<file path="src/rtl/deser_serpar_n.sv">
// deser_serpar_n - N-channel serial-to-parallel deserialiser on the 160 MHz bit clock.
//
// Every channel shifts in one bit per clk160 edge (MSB = earliest bit). A shared
// word counter captures all channels together once per WIDTH cycles. One cycle
// later a write strobe is issued unless the idle-suppression rule applies.
// An align request searches channel 0 for SYNC_PATTERN and re-phases the word
// counter on a match. Locked and sticky timeout status are reported.
//
// Ports:
//   clk160       in   bit clock
//   reset        in   asynchronous, active-high
//   run          in   enables capture and write
//   align        in   single-cycle request to (re)start the frame search
//   idle_mode    in   0: suppress if any channel idle, 1: only if all idle, 2/3: never
//   ser          in   serial inputs, bit i = channel i
//   par          out  parallel words, channel i at [i*WIDTH +: WIDTH]
//   write        out  one-cycle strobe, par valid
//   locked       out  frame alignment achieved
//   timeout_err  out  sticky, search expired without a match
//   test         out  {fsm_state[1:0], match, capture}
module deser_serpar_n #(
  parameter int              NCH          = 2,
  parameter int              WIDTH        = 16,
  parameter logic [WIDTH-1:0] IDLE_WORD    = '1,
  parameter logic [WIDTH-1:0] SYNC_PATTERN = WIDTH'(16'hBC50),
  parameter int              TIMEOUT      = 1024
) (
  input  logic                 clk160,
  input  logic                 reset,
  input  logic                 run,
  input  logic                 align,
  input  logic [1:0]           idle_mode,
  input  logic [NCH-1:0]       ser,
  output logic [NCH*WIDTH-1:0] par,
  output logic                 write,
  output logic                 locked,
  output logic                 timeout_err,
  output logic [3:0]           test
);

  localparam int CW = $clog2(WIDTH);
  localparam int TW = $clog2(TIMEOUT + 1);
  localparam logic [CW-1:0] CNT_LAST = CW'(WIDTH - 1);
  localparam logic [TW-1:0] TMO_LAST = TW'(TIMEOUT - 1);

  typedef enum logic [1:0] {
    UNLOCKED = 2'd0,
    SEARCH   = 2'd1,
    LOCKED   = 2'd2
  } state_t;

  // Decides whether a freshly captured set of words is withheld from the FIFO.
  function automatic logic idle_suppress(input logic [NCH*WIDTH-1:0] words,
                                         input logic [1:0]           mode);
    logic any_idle;
    logic all_idle;
    any_idle = 1'b0;
    all_idle = 1'b1;
    for (int i = 0; i < NCH; i++) begin
      if (words[i*WIDTH +: WIDTH] == IDLE_WORD) any_idle = 1'b1;
      else                                      all_idle = 1'b0;
    end
    case (mode)
      2'd0:    return any_idle;
      2'd1:    return all_idle;
      default: return 1'b0;
    endcase
  endfunction

  logic [NCH*WIDTH-1:0] shift_p0;
  logic [CW-1:0]        cnt;
  logic [TW-1:0]        tmo, tmo_n;
  state_t               state, state_n;
  logic                 locked_n, timeout_err_n;
  logic                 resync;
  logic                 match;
  logic                 capture;
  logic                 vld_p1;

  assign match   = (shift_p0[WIDTH-1:0] == SYNC_PATTERN);
  assign capture = run && (cnt == CNT_LAST) && (state != SEARCH);
  assign test    = {state, match, capture};

  // Alignment FSM: next state and status.
  always_comb begin
    state_n       = state;
    tmo_n         = tmo;
    locked_n      = locked;
    timeout_err_n = timeout_err;
    resync        = 1'b0;
    case (state)
      UNLOCKED: begin
        if (align) begin
          state_n       = SEARCH;
          tmo_n         = '0;
          locked_n      = 1'b0;
          timeout_err_n = 1'b0;
        end
      end
      SEARCH: begin
        // A match outranks a repeated align request.
        if (match) begin
          resync   = 1'b1;
          locked_n = 1'b1;
          state_n  = LOCKED;
        end else if (align) begin
          tmo_n = '0;
        end else if (tmo == TMO_LAST) begin
          timeout_err_n = 1'b1;
          state_n       = UNLOCKED;
        end else begin
          tmo_n = tmo + 1'b1;
        end
      end
      LOCKED: begin
        if (align) begin
          state_n       = SEARCH;
          tmo_n         = '0;
          locked_n      = 1'b0;
          timeout_err_n = 1'b0;
        end
      end
      default: state_n = UNLOCKED;
    endcase
  end

  always_ff @(posedge clk160 or posedge reset) begin
    if (reset) begin
      state       <= UNLOCKED;
      tmo         <= '0;
      locked      <= 1'b0;
      timeout_err <= 1'b0;
      cnt         <= '0;
    end else begin
      state       <= state_n;
      tmo         <= tmo_n;
      locked      <= locked_n;
      timeout_err <= timeout_err_n;
      // On a sync match the word boundary is moved to just after the pattern.
      if (resync || cnt == CNT_LAST) cnt <= '0;
      else                           cnt <= cnt + 1'b1;
    end
  end

  // Stage 0: per-channel shift registers, running independently of run.
  always_ff @(posedge clk160 or posedge reset) begin
    if (reset) begin
      shift_p0 <= '0;
    end else begin
      for (int i = 0; i < NCH; i++) begin
        shift_p0[i*WIDTH +: WIDTH] <= {shift_p0[i*WIDTH +: WIDTH-1], ser[i]};
      end
    end
  end

  // Stage 1: parallel capture of all channels.
  always_ff @(posedge clk160 or posedge reset) begin
    if (reset) begin
      par    <= '0;
      vld_p1 <= 1'b0;
    end else begin
      vld_p1 <= capture;
      if (capture) par <= shift_p0;
    end
  end

  // Stage 2: write strobe, judged on the words now held in par.
  always_ff @(posedge clk160 or posedge reset) begin
    if (reset) write <= 1'b0;
    else       write <= vld_p1 && !idle_suppress(par, idle_mode);
  end

endmodule

</file>
<file path="config.mk">
export PLATFORM = sky130hd
export DESIGN_NAME = deser_serpar_n
export DESIGN_NICKNAME = d
export VERILOG_FILES = /design/src/rtl/deser_serpar_n.sv
export SDC_FILE = /design/constraint.sdc
export NUM_CORES = 1
export LEC_CHECK = 0
export CAP_MARGIN = 0
export CORE_MARGIN = 3
export CORE_UTILIZATION = 40
export DETAILED_ROUTE_END_ITERATION = 8
export DONT_BUFFER_PORTS = 1
export HOLD_SLACK_MARGIN = 0.03
export SLEW_MARGIN = 20
export SYNTH_ARGS = -nofsm -noshare
export SYNTH_HDL_FRONTEND = slang
export SYNTH_SLANG_ARGS = --single-unit
export TNS_END_PERCENT = 10
</file>
<file path="constraint.sdc">
create_clock -name clk160 -period 4.1 [get_ports clk160]
set_clock_uncertainty 0.1 [all_clocks]
set_input_delay 0.82 -clock clk160 [delete_from_list [all_inputs] [get_ports clk160]]
set_output_delay 0.82 -clock clk160 [all_outputs]
set_load 0.03 [all_outputs]
</file>
== Word level (Yosys, flattened, before mapping) ==
Cells that the tools add are included.
Operators by class
  reduce and logical (&&, ||, !) cells: 13
  muxes and demuxes: 24
  add/subtract/negate cells: 2
  equal/unequal tests: 17
Operators by type and width (number)
  16-bit equality test, second input constant: 3
  11-bit two-way mux: 4
  11-bit case mux with 2 select lines: 1
  11-bit by 1-bit adder with 11-bit output, second input constant: 1
  11-bit by 10-bit equality test with 1-bit output, second input constant: 1
  1-bit two-way mux: 10
  3-bit != test, second input constant: 3
  2-bit two-way mux: 4
  2-bit != test, second input constant: 4
  1-bit case mux with 2 select lines: 3
  3-bit AND reduction: 2
  5-bit AND reduction: 1
  4-bit by 1-bit adder with 4-bit output, second input constant: 1
  2-bit by 1-bit equality test with 1-bit output, second input constant: 2
  4-bit equality test, second input constant: 1
  2-bit zero test: 2
  4-bit two-way mux: 1
  2-bit by 1-bit != test with 1-bit output, second input constant: 2
  2-bit case mux with 2 select lines: 1
  4-bit AND reduction: 1
  1-bit logical AND: 3
  2-bit equality test, second input constant: 1
  2-bit nonzero test: 1
  2-bit OR reduction: 1
  other kinds (2): 2
Word-level totals
  word-level logic and storage cells: 65
  register bits after elaboration: 85
  output and inout bits: 39
  input bits: 8

== Logic depth before layout (Yosys ltp) ==
  word-level depth: 6
  mapped depth: 7
  gate-level depth less buffers: 5

== Worst setup path before layout ==
OpenSTA, ideal clock, no wires.
  path type: reg2out
  start point: reg shift_p0[0]
  end point: out test[1]
  data required time: 3.180 ns
  stages on the path, launching flop included: 4
  setup slack: 1.724 ns
  data arrival time: 1.456 ns
  path through: dfrtp_1 or4_4 nor4_2 buf_4
On the way
  cells in the longest elaborated chain, start to end: 1
Ends and longest elaborated chain
  start, declared: RTL line 70  | logic [NCH*WIDTH-1:0] shift_p0;
  start signal, assigned by index: RTL line 151  | shift_p0[i*WIDTH +: WIDTH] <= {shift_p0[i*WIDTH +: WIDTH-1], ser[i]};
  16-bit equality test: RTL line 80  | assign match = (shift_p0[WIDTH-1:0] == SYNC_PATTERN);
  end, declared: RTL line 38  | output logic [3:0] test
Every way passes these cells.

== Worst setup path in the final report ==
  start point: reg shift_p0[8]
  end point: out test[1]
Same word-level chain as after synthesis.

==> metrics.csv <==
metric;value;unit
relSlewSlack;38.32;%
syn_avg_cell_area;13.70;sq um
initial_utilization;41.60;%
via_per_inst;5.711;
cpPeakStageDelay;0.73;ns
grt_pass1_wl;11.35;mm
cts_hold_buf;0;
die_x;98.90;um
die-area;9781;sq um
finalNetCount;263;
numPortBuffers;0;
synthFlopType;dfrtp_1;
synth_edf_count;0;
placed_area;3536;sq um
cts_buffer_depth;2;
synth-async-reset-ratio;100.0;%
setup_tns;0;ns
vias;2073;
power.density;387.0;nW/um^2
max_cap_violations;0;
max_clock_freq;328.0;MHz
clk-insertion-delay-late;0.34;ns
r2r-end;tmo[9]$_DFFE_PP0P_;
dieHeight;98.90;um
netlist_top_cells_area;dfrtp_1 62%, mux2_2 11%, nand4_1 2.4%;
vdd_drop_max;0.1748;mV
period_share;74.36;%
ff2ff_path_depth;4;
synthToLayoutAreaGrowth;7.503;%
startpoint_type;register;
cts_inserted_buffers;9;
fp-row-count;33;
ys_seq_area_share;61.62;%
crit_fanout;4;
drv_slew;0;
layout_commonest_cell;dfrtp_1;
cts_tree;built;
antenna_found_initial;0;
grt_pass1_vias;2087;
io_pins;47;
drive_above_1_share;24.81;%
stdcell_area;3711;sq um
htreeDepth;3;
crit_required;3.18;ns
min_period;3.049;ns
avgRoutedWirePerCell;18.24;um
post_cts_buffers;0;
ant_nets;0;
reg2reg_setup_slack;1.66;ns
cts_resized;0;
worst_pin_slew;0.9175;ns
overflow;0;
clkSlewWorstSetupHoldPaths;0.09;ns
hp-class;input port to asynchronous set/reset pin;
synth_cell_types;50;
critPathSlowestCell;nor4_2;
wirelength;6.622;mm
rsz0062_at_grt;no;
core_region_area;8299;sq um
status;finished clean;
synth_seq_cells;85;
drt_iter0_drc;66;
place_congestion;0.7802;
clkSinkCount;85;
crit_chain;or4bb_1 > nor4_2;
power.leakage;1.721;nW
synth_top_cell_by_area;dfrtp_1;
layout_common_cells;85 x dfrtp_1, 35 x mux2_2, 13 x nand4_1, 9 x nand2_1, 9 x clkbuf_8;
hold_violations;0;
clockRootBuffer;clkbuf_8;
top_layer;met4;
worstSetupPathType;register to primary output;
synthesis.area;3452;sq um
rr_startpoint;state[0]$_DFFE_PP0P_;
drc;0;
ys_warn_count;0;
wl_met3;445;um
num-fill-cells;756;
synthCells;252;
grt_max_degree;44;
end_kind;primary output;
crit_arrival;2.13;ns
synth_top_area_share;61.62;%
m1WireLength;3.128;mm
track_usage;14.60;%
syn-num-nets;262;
drtPass1Iterations;4;
setup_viol;0;
wl_met2;2.983;mm
insertedDiodeCount;0;
dp_hpwl;4.579;mm
[routing by layer]
layer | vias up | GRT usage [%]
met4 | 0 | 5.462
met1 | 1053 | 21.19
met5 | - | 0
li1 | 955 | -
met3 | 5 | 4.317
met2 | 60 | 20.66
[sequential cells by signal, summed over array words and instances, names as in the netlist]
name / cells
par: 32
tmo: 11
timeout_err: 1
locked: 1
vld_p1: 1
cnt: 4
shift_p0: 32
write: 1
state: 2
[synth_stat cells, types with 4 or more instances]
| master | number |
|---|---|
| a21oi_1 | 5 |
| buf_2 | 6 |
| nor2_1 | 8 |
| and4_1 | 4 |
| nand3_1 | 8 |
| a41oi_1 | 4 |
| o211ai_1 | 5 |
| nand4_1 | 13 |
| nand2_1 | 9 |
| inv_1 | 9 |
| mux2_2 | 35 |
| dfrtp_1 | 85 |
[metrics by stage]
stage / hold slack, ns / setup WS, ns / power (mW) / instances / utilization [%]
after floorplan: 0.2501 / 0.9865 / 0.9196 / 252 / -
after global placement: 0.2563 / 1.390 / 0.9320 / 347 / 42.61
after detailed placement: 0.2612 / 1.387 / 0.9332 / 347 / 42.61
after CTS: 0.1565 / 0.9974 / 1.461 / 363 / 44.72
after global routing: 0.1541 / 0.9398 / 1.504 / 363 / 44.72
final: 0.1670 / 1.051 / 1.436 / 363 / 44.72
[final cells by class]
class                   count  area, sq um  share of cell area (%)
inverters                   9        35.03                  0.9440
flip-flops and latches     85         2127                   57.32
multi-input cells         145         1220                   32.87
clock inverters             6        47.55                   1.281
repair buffers              3        22.52                  0.6069
clock buffers              10        127.6                   3.439
well taps                 105        131.4                   3.540
[power breakdown]
part	internal (mW)	total (mW)	switching (mW)
clock	0.225	0.521	0.297
combinational	0.0112	0.0368	0.0256
sequential	0.858	0.878	0.0203
[worst max-delay path: cells and delay by family, from the launching register on]
family / cells / cell delay, ns
flip-flops: 1 / 0.41
AND/OR/NAND/NOR: 2 / 1.38
[how the worst max path moves through the flow]
stage	start	endpoint	slack [ns]	depth (start not counted)
after global placement	shift_p0[0]$_DFF_PP0_	test[1]	1.39	2
after CTS	shift_p0[8]$_DFF_PP0_	test[1]	1.0	2
after global routing	shift_p0[8]$_DFF_PP0_	test[1]	0.94	2
final	shift_p0[8]$_DFF_PP0_	test[1]	1.05	2
after floorplan	reset	cnt[0]$_DFF_PP0_	0.99	1
after detailed placement	shift_p0[0]$_DFF_PP0_	test[1]	1.39	2
[kinds of logic (layout without fill, tap and decap cells)]
kind of cell	count (synthesis)	count (layout)	synth area share, %
flops	85	85	61.62
simple gates	70	70	13.12
mux	36	36	11.71
compound gates	35	35	9.243
buf+inv	22	28	3.044
fa+ha+maj	3	3	1.015
xor+xnor	1	1	0.2538
(Power assumes the default switching activity.)
